$ cat src/rtl/serial_rx_if.sv
// Handshake and data bundle between the serial receiver and its user.
// master: the side that arms captures, owns the line and the timebase.
// slave: the receiver itself.
interface serial_rx_if;
  logic         start;
  logic         abort;
  logic         din;
  logic [7:0]   nbits;
  logic [31:0]  n0;
  logic [31:0]  n1;
  logic [31:0]  ns;
  logic [31:0]  cnt;
  logic [255:0] data;
  logic         valid;
  logic         busy;

  modport master (
    output start, abort, din, nbits, n0, n1, ns, cnt,
    input  data, valid, busy
  );

  modport slave (
    input  start, abort, din, nbits, n0, n1, ns, cnt,
    output data, valid, busy
  );
endinterface

$ cat src/rtl/serial_rx.sv
// Serial receiver. The line is sampled MSB first at absolute instants of the
// shared cnt timebase: sample k lands at cnt == n0 + ns + k*n1 (mod 2^32).
// The rx stays phase-locked to serial_tx without any clock recovery.
module serial_rx #(
  parameter int P_SYNC = 2  // din synchronizer depth, 0..3
) (
  input  logic        clk,
  input  logic        rst,
  serial_rx_if.slave  bus
);

  typedef enum logic {IDLE, ARMED} state_t;

  state_t       state, state_nx;
  logic         din_s;
  logic [7:0]   nbits_i;
  logic [7:0]   bit_cnt;
  logic [31:0]  n1_i;
  logic [31:0]  next_sample;
  logic [255:0] sr;
  logic [255:0] data_q;
  logic         valid_q;
  logic         accept;
  logic         hit;
  logic         last;

  // Zero on any framing input means "one".
  logic [7:0]   nbits_eff;
  logic [31:0]  n0_eff, n1_eff, ns_eff;
  assign nbits_eff = (bus.nbits == 8'd0) ? 8'd1  : bus.nbits;
  assign n0_eff    = (bus.n0 == 32'd0)   ? 32'd1 : bus.n0;
  assign n1_eff    = (bus.n1 == 32'd0)   ? 32'd1 : bus.n1;
  assign ns_eff    = (bus.ns == 32'd0)   ? 32'd1 : bus.ns;

  // Optional synchronizer chain; its delay is compensated by the user via ns.
  generate
    if (P_SYNC == 0) begin : g_nosync
      assign din_s = bus.din;
    end else begin : g_sync
      logic [P_SYNC-1:0] sync_q;
      // Shift the raw line through P_SYNC flops.
      always_ff @(posedge clk or posedge rst) begin
        if (rst) sync_q <= '0;
        else     sync_q <= P_SYNC'({sync_q, bus.din});
      end
      assign din_s = sync_q[P_SYNC-1];
    end
  endgenerate

  // State register.
  always_ff @(posedge clk or posedge rst) begin
    if (rst) state <= IDLE;
    else     state <= state_nx;
  end

  // Next state and per-cycle control strobes; abort beats start and a
  // coincident last sample.
  always_comb begin
    state_nx = state;
    accept   = 1'b0;
    hit      = 1'b0;
    last     = 1'b0;
    case (state)
      IDLE: begin
        if (bus.start && !bus.abort) begin
          accept   = 1'b1;
          state_nx = ARMED;
        end
      end
      ARMED: begin
        if (bus.abort) begin
          state_nx = IDLE;
        end else if (bus.cnt == next_sample) begin
          hit = 1'b1;
          if (bit_cnt == nbits_i - 8'd1) begin
            last     = 1'b1;
            state_nx = IDLE;
          end
        end
      end
      default: state_nx = IDLE;
    endcase
  end

  // Frame parameters latched at start, shift/sample bookkeeping, output word.
  always_ff @(posedge clk or posedge rst) begin
    if (rst) begin
      nbits_i     <= 8'd0;
      n1_i        <= 32'd0;
      next_sample <= 32'd0;
      bit_cnt     <= 8'd0;
      sr          <= '0;
      data_q      <= '0;
      valid_q     <= 1'b0;
    end else begin
      valid_q <= 1'b0;
      if (accept) begin
        nbits_i     <= nbits_eff;
        n1_i        <= n1_eff;
        next_sample <= n0_eff + ns_eff;
        bit_cnt     <= 8'd0;
        sr          <= '0;
      end else if (hit) begin
        sr          <= {sr[254:0], din_s};
        bit_cnt     <= bit_cnt + 8'd1;
        next_sample <= next_sample + n1_i;
        if (last) begin
          data_q  <= {sr[254:0], din_s};
          valid_q <= 1'b1;
        end
      end
    end
  end

  assign bus.data  = data_q;
  assign bus.valid = valid_q;
  assign bus.busy  = (state == ARMED);

endmodule

$ cat src/flat_wrapper.sv
// flat-port wrapper written by rule: the top's interface ports become plain ports
module serial_rx_flat 
#(
  parameter int P_SYNC = 2                                 
)
  (clk, rst, bus_start, bus_abort, bus_din, bus_nbits, bus_n0, bus_n1, bus_ns, bus_cnt, bus_data, bus_valid, bus_busy);
  serial_rx_if bus_i ();
  input  logic clk;
  input  logic rst;
  input wire logic [$bits(bus_i.start)-1:0] bus_start;
  input wire logic [$bits(bus_i.abort)-1:0] bus_abort;
  input wire logic [$bits(bus_i.din)-1:0] bus_din;
  input wire logic [$bits(bus_i.nbits)-1:0] bus_nbits;
  input wire logic [$bits(bus_i.n0)-1:0] bus_n0;
  input wire logic [$bits(bus_i.n1)-1:0] bus_n1;
  input wire logic [$bits(bus_i.ns)-1:0] bus_ns;
  input wire logic [$bits(bus_i.cnt)-1:0] bus_cnt;
  output wire logic [$bits(bus_i.data)-1:0] bus_data;
  output wire logic [$bits(bus_i.valid)-1:0] bus_valid;
  output wire logic [$bits(bus_i.busy)-1:0] bus_busy;
  assign bus_i.start = bus_start;
  assign bus_i.abort = bus_abort;
  assign bus_i.din = bus_din;
  assign bus_i.nbits = bus_nbits;
  assign bus_i.n0 = bus_n0;
  assign bus_i.n1 = bus_n1;
  assign bus_i.ns = bus_ns;
  assign bus_i.cnt = bus_cnt;
  assign bus_data = bus_i.data;
  assign bus_valid = bus_i.valid;
  assign bus_busy = bus_i.busy;
  serial_rx #(.P_SYNC(P_SYNC)) u_core (.clk(clk), .rst(rst), .bus(bus_i));
endmodule
$ cat config.mk
export PLATFORM = sky130hd
export DESIGN_NAME = serial_rx_flat
export DESIGN_NICKNAME = d
export VERILOG_FILES = /design/src/rtl/serial_rx_if.sv /design/src/rtl/serial_rx.sv /design/src/flat_wrapper.sv
export SDC_FILE = /design/constraint.sdc
export NUM_CORES = 1
export LEC_CHECK = 0
export ABC_AREA = 1
export ABC_CLOCK_PERIOD_IN_PS = 19800
export BUFFER_PORTS_ARGS = -buffer_cell sky130_fd_sc_hd__buf_2
export CORE_MARGIN = 3
export CORE_UTILIZATION = 40
export DETAILED_ROUTE_END_ITERATION = 7
export PLACE_DENSITY_LB_ADDON = 0.25
export SLEW_MARGIN = 0
export SYNTH_ARGS = -nofsm -noshare
export SYNTH_HDL_FRONTEND = slang
export SYNTH_SLANG_ARGS = --single-unit
export TNS_END_PERCENT = 1
$ cat constraint.sdc
create_clock -name clk -period 19.8 [get_ports clk]
set_clock_uncertainty 0.15 [all_clocks]
set_input_delay 0 -clock clk [delete_from_list [all_inputs] [get_ports clk]]
set_output_delay 0 -clock clk [all_outputs]
set_load 0.05 [all_outputs]
==> results.tsv <==
metric	value	unit
yosysWarnings	0	
timing.hold.worst_path_depth	7	
route.antenna.remaining_nets	0	
reg2reg_slack	15.89	ns
grt_antenna_before_repair	2	
drt-pass1-iter-count	5	
synthCells	4308	
yosys.area.top_type	sky130_fd_sc_hd__dfrtp_1	
critPathMaxFanout	116	
final.min_clock_period	3.912	ns
synth.area.mux_share	0	%
fin_nets	4836	
global_route.usage.met3	4.239	%
core_area	76710	um^2
slew_violations	0	
power_density	91.07	nW/um^2
area.growth.synth_to_final	18.93	%
cts_root_buf	sky130_fd_sc_hd__clkbuf_16	
clock_sink_count	595	
final_critical_path_setup_slack	15.89	ns
num_io_pins	399	
grt_pass1_vias	27050	
synth_area_per_cell	7.265	um^2
hold-path-endpoint	u_core.next_sample[17]	
vias	27740	
holdCritStartpoint	bus_n0[17]	
required	20.14	ns
ir_worst_vdd	0.00005677	V
drt-vias-per-instance	4.853	
cts_htree_levels	3	
power.switching_fraction	31.84	%
grt_use_total	21.81	%
r2r-start	u_core.next_sample[7]	
number_of_hold_slack_violations_in_the_final_timing_report	0	
overflow	0	
grt_busiest_layer	met2	
post_route_cells_drive_above_1_share	11.76	%
cts-buffers-inserted	70	
maximum_number_of_pins_on_one_net_before_global_route_repair	215	
seq_power_share	39.0	%
post-route-period-util	19.76	%
yosysSeqAreaShare	47.57	%
post_synth_num_cell_types	34	
die_h	285.7	um
number_of_input_and_output_port_buffers_inserted	398	
most_common_cell_after_layout_fill_and_taps_aside	sky130_fd_sc_hd__nand2_1	
cp_data_arrival_time	4.25	ns
largest_family_of_logic_cells_by_synthesized_area	simple AND/OR/NAND/NOR gates	
routed_wire_length_per_instance	15.69	um
run_status	completed	
upper_clock_frequency_limit	0.2556	GHz
chipWidth	285.7	um
static_leakage	25.13	nW
clock_transition_time_at_the_flip_flop_clock_pins_of_the_worst_setup_and_hold_paths	0.06	ns
multi_input_comb_area	12600	um^2
final.hold.worst_slack	0.03741	ns
area_fraction_of_the_dominant_cell_type_after_synthesis	47.57	%
reg2reg_depth	12	
die-area	81640	um^2
ctsLongestPathBuffers	3	
fillers	7717	
cts_post_setup_buffers_inserted	0	
detail_route.drc_violations	0	
worst_slew_margin_rel	18.56	%
max_cap_violations	0	
cts_tree	done	
timing.rr.end	u_core.sr[124]	
clk_latency	0.62	ns
synth_compound_gate_area_share	6.464	%
syn-cell-area	31300	um^2
setup.worst_path.class	flip-flop to flip-flop	
initial_utilization	40.80	%
worst_pin_slew	1.222	ns
groute.layer.met2.usage	35.51	%
cp-start-kind	flip-flop	
synth_xor_area_share	1.499	%
layout.area.seq	14890	um^2
wl	89640	um
most-common-layout-cells	1675 x sky130_fd_sc_hd__nand2_1, 707 x sky130_fd_sc_hd__inv_1, 595 x sky130_fd_sc_hd__dfrtp_1, 398 x sky130_fd_sc_hd__buf_2, 276 x sky130_fd_sc_hd__nand4_1	
worstHoldPathType	input port to flip-flop	
finalSetupTns	0	ns
power.net_switching	1.079	mW
final-instance-count-excl-fill	5715	
finalWeightedCongestion	0.9160	
synth_fa_ha_area_share	2.686	%
internal_power	2.310	mW
dp.cells	5478	
placement_rows	101	
rsz0062_at_grt	false	
synth_fp_nets	4515	
ys_top_cells_by_area	sky130_fd_sc_hd__dfrtp_1 48%, sky130_fd_sc_hd__nand2_1 20%, sky130_fd_sc_hd__inv_1 8.5%, sky130_fd_sc_hd__nand4_1 5.5%, sky130_fd_sc_hd__o21ai_0 4.3%	
drtIter0Drc	1992	
met1_usage	29.91	%
preCtsSetupSlack	15.90	ns
dp.final_hpwl	57440	um
pwr-share-comb	21.4	%
synth.ff_latch_count	595	
critical_path.endpoint_type	flip-flop	
pwr-share-clk	39.7	%
synthSimpleGateAreaFrac	29.46	%
grt_first_pass_wirelength	145200	um
power.total	3.390	mW
setup_viol	0	
==> registers in the layout, indices dropped and copies added (netlist names) <==
register and cells:
u_core.next_sample 32, u_core.g_sync.sync_q 2, u_core.nbits_i 8, u_core.bit_cnt 8, u_core.n1_i 32, u_core.bus.data 256, u_core.bus.busy 1, u_core.sr 255
u_core.bus.valid 1
==> cell type report <==
cell class | instances | area share [%]
repair buffers | 529 | 8.895
clock inverters | 27 | 1.045
flip-flops and latches | 595 | 40.00
inverters | 714 | 7.241
diodes | 1 | 0.006723
clock buffers | 100 | 5.493
well taps | 1030 | 3.462
multi-input cells | 2719 | 33.85
==> worst max-delay path by stage <==
stage | from | to | slack, ns | cells after the start
3_3_place_gp | u_core.next_sample[23] | u_core.sr[67] | 15.96 | 11
3_5_place_dp | u_core.next_sample[23] | u_core.sr[121] | 15.90 | 11
2_1_floorplan | rst | u_core.bit_cnt[0] | 3.00 | 1
6_report | u_core.next_sample[7] | u_core.sr[124] | 15.89 | 12
4_1_cts | u_core.next_sample[7] | u_core.sr[126] | 15.87 | 12
5_1_grt | u_core.next_sample[7] | u_core.sr[197] | 15.39 | 12
==> metrics by stage <==
stage | instance area (um^2) | util [%]
detailed placement | 33690 | 43.92
floorplan | 31300 | -
finish | 37220 | 48.52
global placement | 33690 | 43.92
global route | 37220 | 48.52
CTS | 37220 | 48.52
==> metal layers <==
metal	routed length (um)	vias up
met5	23	-
met4	1779	4
met3	5824	110
met2	41060	647
met1	40950	13020
li1	-	13960
==> Yosys cell counts <==
cell type,n
sky130_fd_sc_hd__o2bb2ai_1,1
sky130_fd_sc_hd__ha_1,64
sky130_fd_sc_hd__and3_1,1
sky130_fd_sc_hd__a2bb2oi_1,1
sky130_fd_sc_hd__buf_2,96
sky130_fd_sc_hd__o21a_1,1
sky130_fd_sc_hd__fa_1,2
sky130_fd_sc_hd__nand3b_1,12
sky130_fd_sc_hd__nor3_1,12
sky130_fd_sc_hd__a21o_1,3
sky130_fd_sc_hd__a21oi_1,94
sky130_fd_sc_hd__dfrtp_1,595
sky130_fd_sc_hd__xnor2_1,13
sky130_fd_sc_hd__nand4_1,276
sky130_fd_sc_hd__nand2_1,1675
sky130_fd_sc_hd__nor2_2,2
sky130_fd_sc_hd__xor2_1,38
sky130_fd_sc_hd__a211oi_1,1
sky130_fd_sc_hd__o21ai_1,21
sky130_fd_sc_hd__nand3_1,93
sky130_fd_sc_hd__inv_2,6
sky130_fd_sc_hd__inv_1,708
sky130_fd_sc_hd__buf_1,6
sky130_fd_sc_hd__o21bai_1,6
sky130_fd_sc_hd__clkbuf_1,177
sky130_fd_sc_hd__or2_0,1
sky130_fd_sc_hd__or2_2,3
sky130_fd_sc_hd__and2_1,5
sky130_fd_sc_hd__xnor3_1,1
sky130_fd_sc_hd__nor4_1,20
sky130_fd_sc_hd__o21ai_0,268
sky130_fd_sc_hd__buf_4,1
sky130_fd_sc_hd__nor2_1,104
sky130_fd_sc_hd__o22ai_1,1
==> critical path, cell delays in order (launching register included) <==
cell and delay [ns]:
sky130_fd_sc_hd__dfrtp_1 0.35, sky130_fd_sc_hd__inv_1 0.06, sky130_fd_sc_hd__or2_2 0.27, sky130_fd_sc_hd__nand3_1 0.08, sky130_fd_sc_hd__nor2_1 0.05, sky130_fd_sc_hd__nand3_1 0.12, sky130_fd_sc_hd__nor2_1 0.10, sky130_fd_sc_hd__nand3_4 0.45
sky130_fd_sc_hd__buf_4 0.85, sky130_fd_sc_hd__buf_4 0.89, sky130_fd_sc_hd__nand2_1 0.11, sky130_fd_sc_hd__o21ai_0 0.12, sky130_fd_sc_hd__inv_1 0.06
==> power groups by stage <==
stage | sequential (mW) | clock (mW) | combinational [mW]
CTS | 1.32 | 1.38 | 0.725
finish | 1.32 | 1.35 | 0.724
global route | 1.33 | 1.44 | 0.829
detailed placement | 1.34 | 0 | 0.700
global placement | 1.34 | 0 | 0.695
floorplan | 1.33 | 0 | 0.519
==> repair_timing <==
item	in CTS	in global routing
resized for setup	0	0
hold buffers	109	0
hold endpoints to repair	153	0
==> logic make-up (layout without fill, tap and decap cells) <==
family	after synthesis	after routing
AOI/OAI and AO/OA	397	397
xor gates and xnor gates	52	52
adders and majority gates	66	66
buffers and inverters	994	1370
DFF	595	595
other	0	1
and+or+nand+nor	2204	2204
(Power assumes the default switching activity.)
